File: src/rtl/mips_muldiv_unit_if.sv
// Pipeline-facing request/result bundle of the MIPS multiply/divide unit.
// The master is the pipeline and the slave is the HI/LO owner.
interface mips_muldiv_unit_if #(
  parameter int DATA_WIDTH = 32
);
  logic                  start;
  logic [1:0]            op;
  logic [DATA_WIDTH-1:0] op1;
  logic [DATA_WIDTH-1:0] op2;
  logic                  mthi;
  logic                  mtlo;
  logic [DATA_WIDTH-1:0] wdata;
  logic [DATA_WIDTH-1:0] hi;
  logic [DATA_WIDTH-1:0] lo;
  logic                  busy;
  logic                  done;

  modport master (
    output start, op, op1, op2, mthi, mtlo, wdata,
    input  hi, lo, busy, done
  );

  modport slave (
    input  start, op, op1, op2, mthi, mtlo, wdata,
    output hi, lo, busy, done
  );
endinterface

File: src/rtl/mips_muldiv_unit.sv
// Iterative MULT/MULTU/DIV/DIVU unit owning HI/LO: the magnitudes are processed over DATA_WIDTH steps,
// the sign is fixed in one extra step, and the result is then written to HI/LO.
module mips_muldiv_unit #(
  parameter int DATA_WIDTH = 32
) (
  input logic               clk,
  input logic               reset_n,
  mips_muldiv_unit_if.slave bus
);
  localparam int W  = DATA_WIDTH;
  localparam int CW = $clog2(W);

  typedef enum logic [1:0] {S_IDLE, S_CALC, S_FIX} state_e;

  state_e           state_q, state_d;
  logic [1:0]       op_q, op_d;
  logic [W-1:0]     a_q, a_d;          // multiplicand, or dividend shifting out / quotient shifting in
  logic [W-1:0]     b_q, b_d;          // multiplier (shifts right) or divisor
  logic [2*W-1:0]   acc_q, acc_d;      // product, or remainder in the low half
  logic [CW-1:0]    cnt_q, cnt_d;
  logic             neg_qp_q, neg_qp_d;
  logic             neg_r_q, neg_r_d;
  logic [W-1:0]     hi_q, hi_d;
  logic [W-1:0]     lo_q, lo_d;
  logic             done_q, done_d;

  logic             in_signed, op1_neg, op2_neg;
  logic [W-1:0]     mag1, mag2;
  logic [W:0]       mul_sum, div_shift, div_diff;
  logic             div_ok;
  logic [2*W-1:0]   prod_fix;
  logic [W-1:0]     quot_fix, rem_fix;

  assign in_signed = ~bus.op[0];
  assign op1_neg   = in_signed & bus.op1[W-1];
  assign op2_neg   = in_signed & bus.op2[W-1];
  assign mag1      = op1_neg ? -bus.op1 : bus.op1;
  assign mag2      = op2_neg ? -bus.op2 : bus.op2;

  assign mul_sum   = {1'b0, acc_q[2*W-1:W]} + (b_q[0] ? {1'b0, a_q} : {(W+1){1'b0}});
  assign div_shift = {acc_q[W-1:0], a_q[W-1]};
  assign div_diff  = div_shift - {1'b0, b_q};
  assign div_ok    = ~div_diff[W];

  // The sign flags are latched only for signed ops, so they alone decide the negation.
  assign prod_fix  = neg_qp_q ? -acc_q : acc_q;
  assign quot_fix  = neg_qp_q ? -a_q : a_q;
  assign rem_fix   = neg_r_q ? -acc_q[W-1:0] : acc_q[W-1:0];

  always_comb begin
    // NOTE: every next-state value is defaulted to hold first, so no branch can infer a latch.
    state_d  = state_q;
    op_d     = op_q;
    a_d      = a_q;
    b_d      = b_q;
    acc_d    = acc_q;
    cnt_d    = cnt_q;
    neg_qp_d = neg_qp_q;
    neg_r_d  = neg_r_q;
    hi_d     = hi_q;
    lo_d     = lo_q;
    done_d   = 1'b0;

    unique case (state_q)
      S_IDLE: begin
        if (bus.start) begin
          op_d     = bus.op;
          a_d      = mag1;
          b_d      = mag2;
          neg_qp_d = op1_neg ^ op2_neg;
          neg_r_d  = op1_neg;
          acc_d    = '0;
          cnt_d    = '0;
          state_d  = S_CALC;
        end else begin
          if (bus.mthi) hi_d = bus.wdata;
          if (bus.mtlo) lo_d = bus.wdata;
        end
      end
      S_CALC: begin
        if (op_q[1]) begin
          acc_d = {{W{1'b0}}, (div_ok ? div_diff[W-1:0] : div_shift[W-1:0])};
          a_d   = {a_q[W-2:0], div_ok};
        end else begin
          acc_d = {mul_sum, acc_q[W-1:1]};
          b_d   = b_q >> 1;
        end
        cnt_d = cnt_q + 1'b1;
        if (cnt_q == CW'(W - 1)) state_d = S_FIX;
      end
      S_FIX: begin
        if (op_q[1]) begin
          hi_d = rem_fix;
          lo_d = quot_fix;
        end else begin
          hi_d = prod_fix[2*W-1:W];
          lo_d = prod_fix[W-1:0];
        end
        done_d  = 1'b1;
        state_d = S_IDLE;
      end
      default: state_d = S_IDLE;
    endcase
  end

  // NOTE: state registers use non-blocking assignments so every flop samples pre-edge values.
  always_ff @(posedge clk or negedge reset_n) begin
    if (!reset_n) begin
      state_q  <= S_IDLE;
      op_q     <= '0;
      a_q      <= '0;
      b_q      <= '0;
      acc_q    <= '0;
      cnt_q    <= '0;
      neg_qp_q <= 1'b0;
      neg_r_q  <= 1'b0;
      hi_q     <= '0;
      lo_q     <= '0;
      done_q   <= 1'b0;
    end else begin
      state_q  <= state_d;
      op_q     <= op_d;
      a_q      <= a_d;
      b_q      <= b_d;
      acc_q    <= acc_d;
      cnt_q    <= cnt_d;
      neg_qp_q <= neg_qp_d;
      neg_r_q  <= neg_r_d;
      hi_q     <= hi_d;
      lo_q     <= lo_d;
      done_q   <= done_d;
    end
  end

  assign bus.hi   = hi_q;
  assign bus.lo   = lo_q;
  assign bus.busy = (state_q != S_IDLE);
  assign bus.done = done_q;
endmodule

File: src/flat_wrapper.sv
// flat-port wrapper written by rule: the top's interface ports become plain ports
module mips_muldiv_unit_flat 
#(
  parameter int DATA_WIDTH = 32
)
  (clk, reset_n, bus_start, bus_op, bus_op1, bus_op2, bus_mthi, bus_mtlo, bus_wdata, bus_hi, bus_lo, bus_busy, bus_done);
  mips_muldiv_unit_if #(.DATA_WIDTH(DATA_WIDTH)) bus_i ();
  input logic clk;
  input logic reset_n;
  input wire logic [$bits(bus_i.start)-1:0] bus_start;
  input wire logic [$bits(bus_i.op)-1:0] bus_op;
  input wire logic [$bits(bus_i.op1)-1:0] bus_op1;
  input wire logic [$bits(bus_i.op2)-1:0] bus_op2;
  input wire logic [$bits(bus_i.mthi)-1:0] bus_mthi;
  input wire logic [$bits(bus_i.mtlo)-1:0] bus_mtlo;
  input wire logic [$bits(bus_i.wdata)-1:0] bus_wdata;
  output wire logic [$bits(bus_i.hi)-1:0] bus_hi;
  output wire logic [$bits(bus_i.lo)-1:0] bus_lo;
  output wire logic [$bits(bus_i.busy)-1:0] bus_busy;
  output wire logic [$bits(bus_i.done)-1:0] bus_done;
  assign bus_i.start = bus_start;
  assign bus_i.op = bus_op;
  assign bus_i.op1 = bus_op1;
  assign bus_i.op2 = bus_op2;
  assign bus_i.mthi = bus_mthi;
  assign bus_i.mtlo = bus_mtlo;
  assign bus_i.wdata = bus_wdata;
  assign bus_hi = bus_i.hi;
  assign bus_lo = bus_i.lo;
  assign bus_busy = bus_i.busy;
  assign bus_done = bus_i.done;
  mips_muldiv_unit #(.DATA_WIDTH(DATA_WIDTH)) u_core (.clk(clk), .reset_n(reset_n), .bus(bus_i));
endmodule
File: config.mk
export PLATFORM = sky130hd
export DESIGN_NAME = mips_muldiv_unit_flat
export DESIGN_NICKNAME = d
export VERILOG_FILES = /design/src/rtl/mips_muldiv_unit_if.sv /design/src/rtl/mips_muldiv_unit.sv /design/src/flat_wrapper.sv
export SDC_FILE = /design/constraint.sdc
export NUM_CORES = 1
export LEC_CHECK = 0
export ABC_AREA = 1
export CAP_MARGIN = 20
export CORE_MARGIN = 2
export CORE_UTILIZATION = 35
export DETAILED_ROUTE_END_ITERATION = 10
export GPL_TIMING_DRIVEN = 0
export PLACE_DENSITY = 0.59
export SYNTH_ARGS = -nofsm -noshare
export SYNTH_HDL_FRONTEND = slang
export SYNTH_SLANG_ARGS = --single-unit
File: constraint.sdc
create_clock -name clk -period 5.6 [get_ports clk]
set_input_delay 1.68 -clock clk [delete_from_list [all_inputs] [get_ports clk]]
set_output_delay 1.68 -clock clk [all_outputs]
set_load 0.05 [all_outputs]
==> key figures, run 1 <==
Outcome
  – Outcome: completed

Worst setup path
  – Critical Path Stages: 10
  – Worst EP required: roughly 6 ns
  – Critical path launch point type: input pin
  – Cell family with most CP delay: buffers and inverters
  – CP max stage delay: ~0.49 ns
  – WP buf/inv: 4
  – Sequence of cells on the critical path: clkdlybuf4s50_1 -> inv_1 -> nand2_1 -> inv_1 -> buf_1 -> nand2_1 -> nand2_1 -> nand2_1 -> o221ai_1 -> o21ai_0
  – Critical path capture point type: flip-flop
  – Critical path arrival: approximately 4.0 ns
  – Crit path max-delay cell type: clkdlybuf4s50_1
  – Reg2reg path depth: 13
  – CP most frequent cell: nand2_1
  – Setup Crit Path Kind: in2reg
  – Critical Path Fanout Max: 10

Placement
  – Post-DP HPWL: 73900 µm
  – Dpl ws: 1.45 ns
  – Placer congestion estimate: 1.05
  – Port-buffer cells: around 170

Drt
  – Initial DRC Count: around 2200
  – Antenna-violating nets left: 0
  – Wire per inst: about 21 µm
  – DR pass1 iterations: 6
  – Vias/cell: roughly 5.4
  – Drt drc: 0
  – Via count: 22636
  – Total length of routed wires: 89200 µm

Min path
  – Hold Crit Depth: 2
  – Worst min-delay path class: reg2reg

Clock network
  – Root Driver: clkbuf_16
  – H-tree Lvls: 1
  – Clock Latency Late Sink: 0.55 ns
  – CTS resizes: 0
  – CTS sink cnt: about 200
  – CTS Buffer Depth: 3
  – Post-CTS Hold Fix Bufs: 0
  – CTS tree: built
  – Setup repair bufs after CTS: 0
  – Worst-path clk slew: 0.06 ns
  – CTS Buf Count: 27

Cells and area
  – Final design utilization: around two fifths
  – Area delta synth->final: 18.1%
  – Layout Nets: roughly 3600
  – Diode count: 0
  – Layout cell share with drive strength beyond 1: under 10%

Timing
  – Actual slew at the worst max-slew pin: between 1 and 1.5 ns
  – Fin. max-slew vios: 0
  – Tcrit/Tclk final: between 60% and 70%
  – PnR worst setup slack: between 1.5 and 2 ns
  – RSZ-0062 raised after global routing: false
  – Worst rel slew slack: just under 30%
  – Skew final: slightly below 0.02 ns
  – Final setup violation count: 0
  – Min Hold Slack: 0.480 ns
  – Peak Freq: around 270 MHz
  – Minimum clock period: between 3 and 4 ns
  – Hold Vio Cnt, Final: 0

Power and ir drop
  – Clock power frac: roughly a tenth
  – Leakage: about 11 nW
  – Int Pwr: approximately 0.0067 W
  – Logic pwr share: 71.3%
  – Net Sw Frac: 59.6%
  – Maximum VDD drop: ~0.34 mV
  – Net Switching: 0.00982 W
  – Pwr dens: roughly 700 nW/µm²
  – Sequential Power Share: a little under a fifth

Logic synthesis
  – Ys async rst share: between 90% and 100%
  – Sequential fraction of the synthesis area: about a quarter
  – Synth Area in XOR/XNOR: about 3.0%
  – Mux cell area share after synthesis: 0%
  – Post-synth EDFFs: 0
  – Simple-Gate Fraction of Synth Area: between 30% and 40%
  – Post-Synthesis Cells: 3219
  – Mapped Nets: roughly 3400
  – Adder-Cell Fraction of Synth Area: roughly 4.8%
  – Synth Cell Area: between 15000 and 20000 µm²
  – Yosys cell types: 56
  – Largest family of logic cells by synthesized area: simple AND/OR/NAND/NOR gates
  – Primary FF master, synth: dfrtp_1
  – Synthesized area per cell: around 6.0 µm²
  – Synth Register Bits: approximately 200
  – Yosys Warn Count: 0
  – Compound-gate portion of the synthesized area: 18.9%

Global route
  – GRT Util Overall: a little under a third
  – Vias in the first global route: around 21000
  – Overflow after GRT: 0
  – Antenna violations before repair: 0
  – Pin count of the biggest net entering global routing: 103
  – First-pass GRT wire length: 131000 µm

Floorplan
  – Starting Density: around a third
  – Die Wd: between 200 and 250 µm
  – Die area: ~57000 µm²
  – FP Rows: 86
  – CORE AREA: 55000 µm²
  – Die height: 240 µm
  – I/O Pins: roughly 170

Flow run
  – Max_cap viols: 0
-- placed cells by master, fill, tap and decap left out, types with 4 or more instances in the layout --
cell type	instances
clkbuf_8	6
o21ai_0	266
buf_2	23
nor2_1	409
o32ai_1	4
nand4_1	29
xor2_1	52
a21oi_1	256
inv_2	8
buf_1	18
clkdlybuf4s50_1	167
nand2_1	906
clkbuf_1	73
o21bai_1	12
ha_1	71
o211ai_1	29
xnor2_1	14
nor2_2	13
nand3b_1	15
a21oi_2	5
inv_1	371
nand3_1	255
o22ai_1	14
a31oi_1	14
dfrtp_1	203
nor3_1	27
clkbuf_16	27
o21ai_1	21
and2_1	4
o221ai_1	16
o21a_1	10
o31ai_1	4
nand2_4	6
buf_4	6
a21o_1	4
nand2_2	22
nor2_4	5
-- path summary, 6_finish.rpt --
check	slack, ns	start	to
max in group asynchronous	3.38	reset_n	u_core.cnt_q[2]$_DFFE_PN0P_
worst max register to register	2.15	u_core.b_q[0]$_DFFE_PN0P_	u_core.acc_q[61]$_DFFE_PN0P_
min in group asynchronous	1.13	reset_n	u_core.acc_q[38]$_DFFE_PN0P_
worst max-delay path	1.96	bus_op[0]	u_core.b_q[18]$_DFFE_PN0P_
worst min-delay path	0.48	u_core.bus.lo[0]$_DFFE_PN0P_	u_core.bus.lo[0]$_DFFE_PN0P_
worst min register to register	0.48	u_core.bus.lo[0]$_DFFE_PN0P_	u_core.bus.lo[0]$_DFFE_PN0P_
-- per-layer routing --
metal	GRT usage (%)	share of wire, %
met1	41.7	43
met2	48.0	44
met3	4.02	7.8
met4	13.4	5.1
met5	0	0
-- flip-flops by register name (all words and copies together), names as in the netlist --
register / count
u_core.bus.lo: 32
u_core.op_q: 1
u_core.b_q: 32
u_core.state_q: 2
u_core.a_q: 32
u_core.cnt_q: 5
u_core.bus.done: 1
u_core.acc_q: 64
u_core.bus.hi: 32
u_core.neg_qp_q: 1
u_core.neg_r_q: 1
-- worst register-to-register path, stage by stage (launching register included) --
cell      delay (ns)
dfrtp_1         0.64
clkbuf_1        0.37
nand2_1         0.17
inv_1           0.08
ha_1            0.16
inv_1           0.06
fa_1            0.41
o21ai_1         0.31
a21oi_1         0.21
o21ai_1         0.41
nand4_1         0.24
nand3_1         0.12
nand2_1         0.05
o21ai_1         0.13
-- cells by family after synthesis --
logic type               after synthesis
flip-flops                           203
adder cells (fa/ha/maj)               73
AND/OR/NAND/NOR                     1708
buffers and inverters                503
AO/OA/AOI/OAI                        666
XOR/XNOR                              66
-- final cells by class --
cell class                      count  area, µm²
Fill cell                        6044      32100
Multi-Input combinational cell   2513      12300
Sequential cell                   203       5080
Timing Repair Buffer              169       1710
Inverter                          381       1430
Tap cell                          748        936
Clock buffer                       36        769
Buffer                            122        559
Clock inverter                     10       93.8
-- cells in the mapped netlist, types with 2 or more instances --
| master | number | area (µm²) |
|---|---|---|
| nand3_1 | 255 | 1280 |
| and3_1 | 2 | 12.5 |
| o31ai_1 | 4 | 30.0 |
| dfrtp_1 | 203 | 5080 |
| buf_6 | 3 | 33.8 |
| nand3b_1 | 15 | 113 |
| o21bai_1 | 12 | 90.1 |
| or2_2 | 3 | 18.8 |
| xor2_1 | 52 | 455 |
| o21ai_2 | 2 | 17.5 |
| nor3_2 | 2 | 20.0 |
| nor2_2 | 13 | 81.3 |
| nor3_1 | 27 | 135 |
| inv_2 | 8 | 30.0 |
| a21oi_1 | 256 | 1280 |
| a22o_1 | 2 | 17.5 |
| nand2_1 | 906 | 3400 |
| a21oi_2 | 5 | 43.8 |
| o21a_1 | 10 | 75.1 |
| nand2_2 | 22 | 138 |
| inv_1 | 371 | 1390 |
| nor4_1 | 3 | 18.8 |
| nand4_1 | 29 | 181 |
| buf_2 | 23 | 115 |
| nand3_2 | 3 | 30.0 |
| o32ai_1 | 4 | 35.0 |
| o21ai_1 | 21 | 105 |
| ha_1 | 71 | 888 |
| o211ai_1 | 29 | 218 |
| and2_1 | 4 | 25.0 |
| nor2_1 | 409 | 1540 |
| buf_1 | 18 | 67.6 |
| o21ai_0 | 266 | 1330 |
| o22ai_1 | 14 | 87.6 |
| nor3_4 | 2 | 32.5 |
| buf_4 | 6 | 45.0 |
| fa_1 | 2 | 40.0 |
| nor2_4 | 5 | 56.3 |
| a31oi_1 | 14 | 87.6 |
| clkbuf_1 | 70 | 263 |
| o221ai_1 | 16 | 140 |
| a21o_1 | 4 | 30.0 |
| nand2_4 | 6 | 67.6 |
| clkinv_1 | 2 | 7.51 |
| xnor2_1 | 14 | 123 |
-- power groups by stage --
stage	Clock, W	Sequential (W)	Combinational, W
after CTS	0.00173	0.00298	0.0115
after global placement	0	0.00300	0.0114
after floorplan	0	0.00341	0.00695
after global routing	0.00179	0.00308	0.0127
after detailed placement	0	0.00300	0.0114
final	0.00172	0.00302	0.0117
-- metrics by stage --
stage                     area [µm²]  cells  power (W)  setup TNS (ns)
after global placement         22000   4135     0.0144        -1299.13
final                          22900   4182     0.0165               0
after global routing           22900   4182     0.0176               0
after detailed placement       22100   4136     0.0144               0
after CTS                      22900   4182     0.0162               0
after floorplan                19400   3219     0.0104               0
Power figures use the tool's default switching activity.
==> run 2, diff against run 1 <==
- PLACE_DENSITY: 0.59 -> 0.61
- clock period: 5.6 -> 3.21 ns (I/O delays scaled with it)
==> key figures, run 2 (synthesized netlist as in run 1, its figures left out) <==
Outcome
  – Outcome: completed (unchanged)

Global route
  – GRT Util Overall: 31.1% (was 30.5%)
  – Antenna violations before repair: 1 (was 0)
  – First-pass GRT wire length: 134000 µm (was 131000 µm)
  – Overflow after GRT: 0 (unchanged)
  – Vias in the first global route: 20967 (was 20912)
  – Pin count of the biggest net entering global routing: 107 (was 103)

Timing
  – Fin. max-slew vios: 0 (unchanged)
  – RSZ-0062 raised after global routing: false (unchanged)
  – Hold Vio Cnt, Final: 0 (unchanged)
  – Final setup violation count: 0 (unchanged)
  – PnR worst setup slack: 0.202 ns (was 1.96 ns)
  – Actual slew at the worst max-slew pin: 1.17 ns (was 1.05 ns)
  – Tcrit/Tclk final: 93.7%
  – Worst rel slew slack: 22.3% (was 29.7%)
  – Skew final: 0.0157 ns (was 0.0199 ns)
  – Peak Freq: approximately 330 MHz
  – Minimum clock period: 3.01 ns

Clock network
  – CTS tree: built (unchanged)
  – Setup repair bufs after CTS: 0 (unchanged)
  – CTS Buf Count: 26 (was 27)
  – Root Driver: clkbuf_16 (unchanged)
  – CTS Buffer Depth: 3 (unchanged)
  – CTS resizes: 1 (was 0)
  – Worst-path clk slew: 0.06 ns (about the same)
  – Clock Latency Late Sink: 0.57 ns (was 0.55 ns)
  – CTS sink cnt: 203 (unchanged)
  – H-tree Lvls: 1 (unchanged)
  – Post-CTS Hold Fix Bufs: 0 (unchanged)

Placement
  – Dpl ws: -0.329 ns (was 1.45 ns)
  – Placed insts: 4136 (unchanged)
  – Post-DP HPWL: 74800 µm (was 73900 µm)
  – Placer congestion estimate: 1.02 (was 1.05)
  – Port-buffer cells: 168 (unchanged)

Cells and area
  – Max reg flops: 64 (unchanged)
  – Diode count: 0 (unchanged)
  – Layout Nets: 3591 (was 3593)
  – Post-Layout Cell Count: 4179 (was 4182)
  – Area delta synth->final: 18.2% (was 18.1%)
  – Most common cell after layout, fill and taps aside: nand2_1 (unchanged)
  – Most frequent cells in the layout: 906 x nand2_1, 409 x nor2_1, 371 x inv_1 (unchanged)
  – Top reg by flops: u_core.acc_q (unchanged)
  – Layout cell share with drive strength beyond 1: 4.58% (was 4.48%)

Drt
  – Total length of routed wires: 90400 µm (was 89200 µm)
  – Drt drc: 0 (unchanged)
  – Antenna-violating nets left: 0 (unchanged)
  – Via count: 22483 (was 22636)
  – Wire per inst: 21.6 µm (was 21.3 µm)
  – Initial DRC Count: 2386 (was 2188)
  – Vias/cell: 5.38 (was 5.41)
  – DR pass1 iterations: 6 (unchanged)

Power and ir drop
  – Leakage: 10.8 nW (about the same)
  – Net Sw Frac: 59.6% (about the same)
  – Sequential Power Share: 18.4% (was 18.3%)
  – Logic pwr share: 71.0% (was 71.3%)
  – Int Pwr: 0.0117 W (was 0.00666 W)
  – Clock power frac: 10.6% (was 10.4%)
  – Net Switching: 0.0172 W (was 0.00982 W)
  – Pwr dens: 1260 nW/µm² (was 719 nW/µm²)
  – Maximum VDD drop: 0.589 mV (was 0.344 mV)

Floorplan
  – Die area: 57400 µm² (unchanged)
  – Starting Density: 35.3% (unchanged)
  – Die height: 240 µm (unchanged)
  – FP Rows: 86 (unchanged)
  – Die Wd: 240 µm (unchanged)
  – I/O Pins: 169 (unchanged)
  – CORE AREA: 55000 µm² (unchanged)

Worst setup path
  – CP max stage delay: 0.52 ns (was 0.49 ns)
  – R2R setup slack: 0.23 ns (was 2.15 ns)
  – Sequence of cells on the critical path: clkdlybuf4s50_1 -> inv_1 -> nand2_1 -> inv_1 -> clkbuf_1 -> o21ai_0 -> nand2_1 -> nand2_1 -> o21ai_0 -> o21ai_0 (was clkdlybuf4s50_1 -> inv_1 -> nand2_1 -> inv_1 -> buf_1 -> nand2_1 -> nand2_1 -> nand2_1 -> o221ai_1 -> o21ai_0)
  – Worst EP required: 3.65 ns (was 5.99 ns)
  – Setup Crit Path Kind: in2reg (unchanged)
  – Reg-to-Reg Start: u_core.b_q[0]$_DFFE_PN0P_ (unchanged)
  – Reg2reg path depth: 13 (unchanged)
  – Cell family with most CP delay: buffers and inverters (unchanged)
  – FF-to-FF End: u_core.acc_q[57]$_DFFE_PN0P_ (was u_core.acc_q[61]$_DFFE_PN0P_)
  – Critical path arrival: 3.44 ns (was 4.03 ns)
  – Critical path launch point type: input pin (unchanged)
  – Critical path capture point type: flip-flop (unchanged)
  – WP buf/inv: 4 (unchanged)
  – Critical Path Fanout Max: 10 (unchanged)
  – Crit path max-delay cell type: clkdlybuf4s50_1 (unchanged)

Min path
  – Worst min-delay path class: in2async (was reg2reg)

Flow run
  – Max_cap viols: 0 (unchanged)
==> run 2: area by class of cell <==
| type | count | area, µm² |
|---|---|---|
| sequential | 203 | 5080 |
| tap | 748 | 936 |
| clock buffer | 34 | 751 |
| timing repair buffer | 169 | 1710 |
| clock inverter | 10 | 123 |
| inverter | 381 | 1430 |
| buffer | 121 | 557 |
| fill | 6064 | 32000 |
| multi-input combinational | 2513 | 12300 |
==> run 2: worst max-delay path by stage <==
stage,slack (ns),endpoint,from,depth (start not counted)
4_1_cts,0.21,u_core.acc_q[58]$_DFFE_PN0P_,u_core.b_q[0]$_DFFE_PN0P_,15
2_1_floorplan,0.80,u_core.acc_q[53]$_DFFE_PN0P_,u_core.b_q[0]$_DFFE_PN0P_,14
3_3_place_gp,-8.10,u_core.b_q[11]$_DFFE_PN0P_,reset_n,1
3_5_place_dp,-0.33,u_core.b_q[19]$_DFFE_PN0P_,bus_op[0],10
6_report,0.20,u_core.b_q[19]$_DFFE_PN0P_,bus_op[0],10
5_1_grt,0.04,u_core.acc_q[51]$_DFFE_PN0P_,u_core.b_q[0]$_DFFE_PN0P_,14
==> run 2: layer usage <==
| layer | global-route usage (%) | up-vias | wire [µm] |
|---|---|---|---|
| met5 | 0 | - | 0 |
| met4 | 14.4 | 0 | 4740 |
| met3 | 3.16 | 173 | 6460 |
| met2 | 48.9 | 900 | 40100 |
| met1 | 42.9 | 10529 | 39100 |
| li1 | - | 10881 | - |
==> run 2: worst register-to-register path, delay by kind of cell (launching register included) <==
kind | cells | cell delay (ns)
buffers and inverters | 2 | 0.16
adders and majority gates | 2 | 0.60
DFF | 1 | 0.57
AOI/OAI and AO/OA | 4 | 1.05
and+or+nand+nor | 5 | 0.47
==> run 2: stage by stage <==
stage / setup TNS, ns / area [µm²] / hold WS (ns) / power (W) / util, %
after floorplan: 0 / 19400 / 0.473 / 0.0181 / -
after global placement: -1640.54 / 22000 / 0.470 / 0.0252 / 40.1
after detailed placement: -5.41 / 22100 / 0.472 / 0.0252 / 40.1
after CTS: 0 / 22900 / 0.447 / 0.0284 / 41.7
after global routing: 0 / 22900 / 0.470 / 0.0309 / 41.7
final: 0 / 22900 / 0.374 / 0.0288 / 41.7
==> run 2: power groups by stage <==
| stage | logic, W | clock network (W) | registers, W |
|---|---|---|---|
| final | 0.0205 | 0.00306 | 0.00529 |
| after global routing | 0.0223 | 0.00319 | 0.00541 |
| after CTS | 0.0201 | 0.00308 | 0.00523 |
| after detailed placement | 0.0200 | 0 | 0.00525 |
| after global placement | 0.0200 | 0 | 0.00525 |
| after floorplan | 0.0121 | 0 | 0.00595 |
==> run 3, diff against run 2 <==
- CTS_CLUSTER_DIAMETER: not set -> 200
==> results of run 3 <==
No change in the layout: final DEF, timing and power equal those of run 2.
